`src/rtl/wb_trace_fifo.sv`:
```
// Commit-trace FIFO: tags every architectural register write with a sequence number.
// One-cycle fall-through to out_*; when full with no pop the record is dropped, flagged and counted.
module wb_trace_fifo #(
    parameter int DEPTH = 16,
    parameter int AW    = $clog2(DEPTH)
) (
    input  logic          clk,
    input  logic          resetn,
    input  logic [31:0]   debug_wb_pc,
    input  logic [3:0]    debug_wb_rf_we,
    input  logic [4:0]    debug_wb_rf_wnum,
    input  logic [31:0]   debug_wb_rf_wdata,
    output logic          out_valid,
    input  logic          out_ready,
    output logic [31:0]   out_pc,
    output logic [3:0]    out_we,
    output logic [4:0]    out_wnum,
    output logic [31:0]   out_wdata,
    output logic [15:0]   out_seq,
    output logic [AW:0]   count,
    output logic          overflow,
    output logic [15:0]   drop_count,
    input  logic          clear_ovf
);

    typedef struct packed {
        logic [31:0] pc;
        logic [3:0]  we;
        logic [4:0]  wnum;
        logic [31:0] wdata;
        logic [15:0] seq;
    } rec_t;

    localparam logic [AW:0]   FULL_CNT = (AW+1)'(DEPTH);
    localparam logic [AW:0]   CNT_ONE  = 1;
    localparam logic [AW-1:0] PTR_ONE  = 1;

    rec_t          mem_q [DEPTH];
    logic [AW-1:0] wp_q, wp_d, rp_q, rp_d;
    logic [AW:0]   count_q, count_d;
    logic [15:0]   seq_q, seq_d;
    logic          overflow_q, overflow_d;
    logic [15:0]   drop_cnt_q, drop_cnt_d;

    logic capture, pop, push, drop, full;
    rec_t wr_rec, head;

    always_comb begin
        capture = (debug_wb_rf_we != 4'b0) && (debug_wb_rf_wnum != 5'd0);
        full    = (count_q == FULL_CNT);
        pop     = (count_q != '0) && out_ready;
        // A pop in the same cycle frees the slot the new record lands in.
        push    = capture && (!full || pop);
        drop    = capture && full && !pop;

        wr_rec = '{pc: debug_wb_pc, we: debug_wb_rf_we, wnum: debug_wb_rf_wnum,
                   wdata: debug_wb_rf_wdata, seq: seq_q};

        wp_d    = push ? wp_q + PTR_ONE : wp_q;
        rp_d    = pop  ? rp_q + PTR_ONE : rp_q;
        seq_d   = capture ? seq_q + 16'd1 : seq_q;

        count_d = count_q;
        if (push && !pop)      count_d = count_q + CNT_ONE;
        else if (pop && !push) count_d = count_q - CNT_ONE;

        // A drop in the clear cycle survives the clear.
        overflow_d = overflow_q;
        drop_cnt_d = drop_cnt_q;
        if (clear_ovf) begin
            overflow_d = 1'b0;
            drop_cnt_d = 16'd0;
        end
        if (drop) begin
            overflow_d = 1'b1;
            if (clear_ovf)                 drop_cnt_d = 16'd1;
            else if (drop_cnt_q != 16'hFFFF) drop_cnt_d = drop_cnt_q + 16'd1;
        end
    end

    always_ff @(posedge clk) begin
        if (!resetn) begin
            wp_q       <= '0;
            rp_q       <= '0;
            count_q    <= '0;
            seq_q      <= 16'd0;
            overflow_q <= 1'b0;
            drop_cnt_q <= 16'd0;
        end else begin
            wp_q       <= wp_d;
            rp_q       <= rp_d;
            count_q    <= count_d;
            seq_q      <= seq_d;
            overflow_q <= overflow_d;
            drop_cnt_q <= drop_cnt_d;
        end
    end

    always_ff @(posedge clk) begin
        if (resetn && push) mem_q[wp_q] <= wr_rec;
    end

    always_comb begin
        head       = mem_q[rp_q];
        out_valid  = (count_q != '0);
        out_pc     = out_valid ? head.pc    : 32'd0;
        out_we     = out_valid ? head.we    : 4'd0;
        out_wnum   = out_valid ? head.wnum  : 5'd0;
        out_wdata  = out_valid ? head.wdata : 32'd0;
        out_seq    = out_valid ? head.seq   : 16'd0;
        count      = count_q;
        overflow   = overflow_q;
        drop_count = drop_cnt_q;
    end

endmodule

```
`config.mk`:
```
export PLATFORM = sky130hd
export DESIGN_NAME = wb_trace_fifo
export DESIGN_NICKNAME = d
export VERILOG_FILES = /design/src/rtl/wb_trace_fifo.sv
export SDC_FILE = /design/constraint.sdc
export NUM_CORES = 1
export LEC_CHECK = 0
export ABC_CLOCK_PERIOD_IN_PS = 13600
export CAP_MARGIN = 20
export CORE_MARGIN = 2
export CORE_UTILIZATION = 49
export CTS_CLUSTER_DIAMETER = 80
export DETAILED_ROUTE_END_ITERATION = 8
export GPL_TIMING_DRIVEN = 0
export PLACE_DENSITY = 0.66
export SYNTH_ARGS = -nofsm -noshare
export SYNTH_HDL_FRONTEND = slang
export SYNTH_SLANG_ARGS = --single-unit
```
`constraint.sdc`:
```
create_clock -name clk -period 13.6 [get_ports clk]
set_clock_uncertainty 0.05 [all_clocks]
set_input_delay 1.36 -clock clk [delete_from_list [all_inputs] [get_ports clk]]
set_output_delay 1.36 -clock clk [all_outputs]
set_load 0.005 [all_outputs]
```
; ---- Word-level counts from Yosys, hierarchy flattened
; Memories as Yosys holds them, arrays and structs flattened. A register that Yosys moved wholly into a read port is not among the register bits.
; Cells that the tools add are included.
[classes]
n_addsub = 6
n_eq_ne = 2
muxes = 17
reduce_logical = 17
[op_table]
columns = operator, n
row1 = two-way mux 16 bit, 5
row2 = two-way mux 32 bit, 2
row3 = "adder 16 x 1 -> 16 bit, second input constant", 2
row4 = "!= test 16 bit, second input constant", 1
row5 = two-way mux 5 bit, 3
row6 = two-way mux 4 bit, 3
row7 = nonzero test 5 bit, 2
row8 = "adder 4 x 1 -> 4 bit, second input constant", 2
row9 = logical AND 1 bit, 8
row10 = "adder 5 x 1 -> 5 bit, second input constant", 1
row11 = "equality test 5 bit, second input constant", 1
row12 = "subtractor 5 x 1 -> 5 bit, second input constant", 1
row13 = two-way mux 1 bit, 4
row14 = nonzero test 2 bit, 2
row15 = nonzero test 4 bit, 1
row16 = zero test 1 bit, 3
row17 = logical OR 1 bit, 1
[word_totals]
reg_bits = 46
mem_bits_rw = 1424
inputBits = 77
output_inout_bits = 112
wordCells = 49
n_memories = 1
[mem_list]
columns = name, words, width, rd, rd_ports_with_merged_regs, wr, line_no
row1 = mem_q, 16, 89, 1, 1, 1, 38  ; rec_t mem_q [DEPTH];

; ---- Longest topological paths before layout
; Gate-level depths: netlist (run 1).
[depth]
ltp_word = 8
ltp_mapped = 12
mapped_depth_nobuf = 11

; ---- Least setup slack after synthesis (run 1)
; OpenSTA, ideal clock, no wires.
[synth_timing]
path_kind = input to register
startpoint = input port debug_wb_rf_we[0]
endpoint = memory mem_q[12][0] (netlist name), enable pin
setup_time_ns = 0.538
arrival_ns = 5.833
required_time_ns = 13.012
slack_ns = 7.180
path_stages = 5
path_buffers = 0
cell_sequence = or4_1 -> o21ai_2 -> nor2_1 -> nand2_1 -> nor2_1
[synth_via]
elab_chain_cells = 6
[synth_rtl]
columns = item, line_no
row1 = "start, declared", 10  ; input logic [3:0] debug_wb_rf_we,
row2 = nonzero test 4 bit, 49  ; capture = (debug_wb_rf_we != 4'b0) && (debug_wb_rf_wnum != 5'd0);
row3 = logical AND 1 bit, 49
row4 = logical AND 1 bit, 53  ; push = capture && (!full || pop);
row5 = logical AND 1 bit, 100  ; if (resetn && push) mem_q[wp_q] <= wr_rec;
row6 = two-way mux 1 bit, 100
row7 = two-way mux 1 bit (implied by the code), 100
row8 = "end, declared", 38
; No other way between the ends.

==> results of run 1 <==
-- area by class of cell --
cell class                      count  share of cell area
Sequential cell                  1474               0.658
Inverter                           12            0.000677
Clock inverter                     77             0.00978
Multi-Input combinational cell    856               0.181
Antenna cell                        4            0.000150
Tap cell                         1512              0.0284
Buffer                            127             0.00807
Timing Repair Buffer              262              0.0526
Clock buffer                      192              0.0615
-- final timing paths --
| kind | startpoint | endpoint | slack (ns) | cells after the start |
|---|---|---|---|---|
| worst max-delay path | register | out_we[0] | 7.63 | 6 |
| worst min-delay path | drop_count[11] | drop_count[11] | 0.48 | 2 |
| worst max register to register | count[0] | mem_q[4][73] | 10.10 | 9 |
| worst min register to register | drop_count[11] | drop_count[11] | 0.48 | 2 |
-- registers in the layout, indices dropped and copies added, names as in the netlist, named ones only --
signal	cells
count	5
seq_q	16
mem_q	1424
overflow	1
rp_q	4
wp_q	4
drop_count	16
-- synth_stat cells, drive strengths merged (7+ instances only) --
| master | n | area [um2] |
|---|---|---|
| nand3 | 18 | 90.1 |
| xnor2 | 18 | 158 |
| a21oi | 16 | 80.1 |
| o22ai | 89 | 557 |
| nand2 | 24 | 90.1 |
| mux4 | 356 | 8020 |
| or3 | 9 | 56.3 |
| ha | 12 | 150 |
| o21ai | 14 | 73.8 |
| buf | 59 | 282 |
| or4 | 7 | 56.3 |
| nand4 | 9 | 56.3 |
| and2 | 23 | 144 |
| dfxtp | 50 | 1000 |
| edfxtp | 1424 | 42800 |
| nor2 | 25 | 93.8 |
| clkbuf | 68 | 255 |
| inv | 12 | 45.0 |
| mux2i | 180 | 1800 |
-- routing by layer --
metal / global-route usage / wire, um / up-vias
li1: - / - / 11300
met1: 0.322 / 54000 / 14500
met2: 0.372 / 66100 / 1301
met3: 0.0604 / 12400 / 213
met4: 0.0684 / 3280 / 10
met5: 0 / 64 / -
-- critical path: cells and delay by family, from the launching register on --
| kind | cells | cell delay, ns |
|---|---|---|
| compound gates | 1 | 0.65 |
| flops | 1 | 0.32 |
| buf+inv | 4 | 2.65 |
| mux | 1 | 0.18 |
-- cells by family after synthesis --
logic type,count (synthesis)
DFF,1474
muxes,536
AOI/OAI and AO/OA,143
and+or+nand+nor,142
buffers and inverters,139
xor gates and xnor gates,22
adders and majority gates,13
-- power by group through the flow --
stage,clock network [mW],registers [mW],logic [mW]
2_1_floorplan,0,5.29,1.50
3_3_place_gp,0,5.32,2.62
3_5_place_dp,0,5.28,2.71
4_1_cts,4.02,5.19,2.72
5_1_grt,4.20,5.20,2.85
6_report,3.96,5.19,2.68
==> key figures, run 1 <==
Clocking
  • Setup repair bufs after CTS: 0
  • Clock slew at reported path FFs: 0.06 ns
  • TritonCTS Buffers: 150
  • Post-cts resize count: 0
  • CTS tree: yes
  • Root Buffer: clkbuf_16
  • CTS sink cnt: 1,474
  • Max clock buf depth: 3
  • H-tree lvl count: 4
  • Clock latency on the worst-skew pair: 0.75 ns
  • Hold_buf cts: 0

Logic synthesis
  • Largest family of logic cells by synthesized area: multiplexers
  • Cell Area, Synth: 56,300 um2
  • Simple-Gate Fraction of Synth Area: 0.0139
  • Synth Area in XOR/XNOR: 0.00343
  • Sequential element share of the synthesized area: 0.778
  • Mapped Cells: 2,469
  • Ys flop type: edfxtp_1
  • Multiplexer share of the synthesized area: 0.175
  • Post-Syn Nets: 2,559
  • Asr flop ratio synth: 0
  • Syn Area/Cell: 22.8 um2
  • Synth warn: 0
  • FF+latch count, synth: 1,474
  • Adder-Cell Fraction of Synth Area: 0.00303
  • Compound-cell area share of the yosys netlist: 0.0168
  • Cell variety after synth: 50
  • Post-synth EDFFs: 1,424

Place
  • I/O Buffers: 188
  • Placed Cells incl. Taps: 4,242
  • Setup WS pre-CTS: 8.05 ns
  • Post-placement cell area: 61,700 um2
  • Placer Congestion: 0.788
  • DPL Wire Length: 87.8 mm

Die
  • IO Count: 189
  • Overall die width: 343 um
  • Initial Utilization: 0.493
  • Rows: 124
  • DIE AREA: 118,000 um2
  • Die height: 343 um
  • Core box area: 114,000 um2

Outcome
  • Outcome: finished clean

Route
  • Total iterations of the first detailed-routing run: 5
  • Drc violations: 0
  • Drt first-iter violations: 3,216
  • Via count: 27.4k
  • Avg WL per Cell: 30.1 um
  • Drt total wl: 136 mm
  • Post-DRT Antenna Nets: 0
  • DR vias/cell: 6.06

STA
  • Final Setup Violations: 0
  • Final Hold Viols: 0
  • Crit share post-route: 0.439
  • Post-route minimum period: 5.97 ns
  • Slew HR: 0.193
  • Unrepaired setup endpoints after global routing: no
  • Final-report max-slew violation count: 0
  • Setup TNS: 0 ns
  • Worst Slack Setup Final: 7.63 ns
  • Slew @ Worst Pin: 1.21 ns
  • Fmax: 0.167 GHz
  • Hold slack: 0.482 ns

Layout
  • Most frequent cells in the layout: edfxtp_1 (1,424), mux4_2 (356), clkdlybuf4s50_1 (188)
  • Fin area: 66,500 um2
  • Final net count: 2,973
  • Commonest non-fill, non-tap cell in the layout: edfxtp_1
  • Area Overhead vs Synth: 18.2%
  • Multi-input logic area: 12,000 um2
  • Share of post-route cells with drive strength above 1: 0.237
  • Post-layout util: 0.583
  • Fill count: 7,989
  • Layout Cells excl Fill: 4,516
  • Total area of sequential cells: 43,800 um2

Setup path
  • Startpoint types: register
  • CP required: 12.19 ns
  • Max incr delay on CP: 0.85 ns
  • Setup crit end kind: output pin
  • Critical path arrival: 4.56 ns
  • Crit-path cells: buf_2 > clkbuf_1 > buf_1 > mux2i_1 > o22ai_1 > clkdlybuf4s50_1
  • Crit path max fanout: 10
  • Slowest cell on the critical path: buf_1
  • Crit Path Category: register to output pin

GRT
  • Vias in the first global route: 28.6k
  • Total global-route track usage: 0.234
  • GR Overflow Total: 0
  • First-pass GRT wire length: 195 mm
  • Largest net degree at the start of global routing: 24
  • Initial antenna violation count: 9

Flow run
  • Max Cap Violations: 0

Pwr
  • Combinational fraction of design power: 0.227
  • Internal: 8.71 mW
  • Sequential share of power: 0.439
  • Static Leak: 20.0 nW
  • Sw power: 3.12 mW
  • Cell Pwr Density: 178 nW/um2
  • Net Sw Frac: 0.264
  • Power Total: 11.8 mW
  • Clk pwr share: 0.335
  • Worst vdd ir: 0.115 mV

Worst hold path
  • Hold Crit Class: register to register
(Power assumes the default switching activity.)
==> run 2, diff against run 1 <==
--- a/config.mk
+++ b/config.mk
@@ -5,7 +5,7 @@
 export SDC_FILE = /design/constraint.sdc
 export NUM_CORES = 1
 export LEC_CHECK = 0
-export ABC_CLOCK_PERIOD_IN_PS = 13600
+export ABC_CLOCK_PERIOD_IN_PS = 6250
 export CAP_MARGIN = 20
 export CORE_MARGIN = 2
 export CORE_UTILIZATION = 49
==> constraint.sdc (replaced) <==
create_clock -name clk -period 6.25 [get_ports clk]
set_clock_uncertainty 0.05 [all_clocks]
set_input_delay 0.625 -clock clk [delete_from_list [all_inputs] [get_ports clk]]
set_output_delay 0.625 -clock clk [all_outputs]
set_load 0.005 [all_outputs]
==> results of run 2 <==
Same layout as run 1 (identical final DEF). Status: finished clean.
Main changes from that run: setup slack after placement 8.05 ns -> 1.43 ns; setup slack after layout 7.63 ns -> 1.01 ns; register-to-register setup slack 10.10 ns -> 2.75 ns; total power 11.8 mW -> 25.7 mW; worst IR drop on VDD 0.115 mV -> 0.250 mV
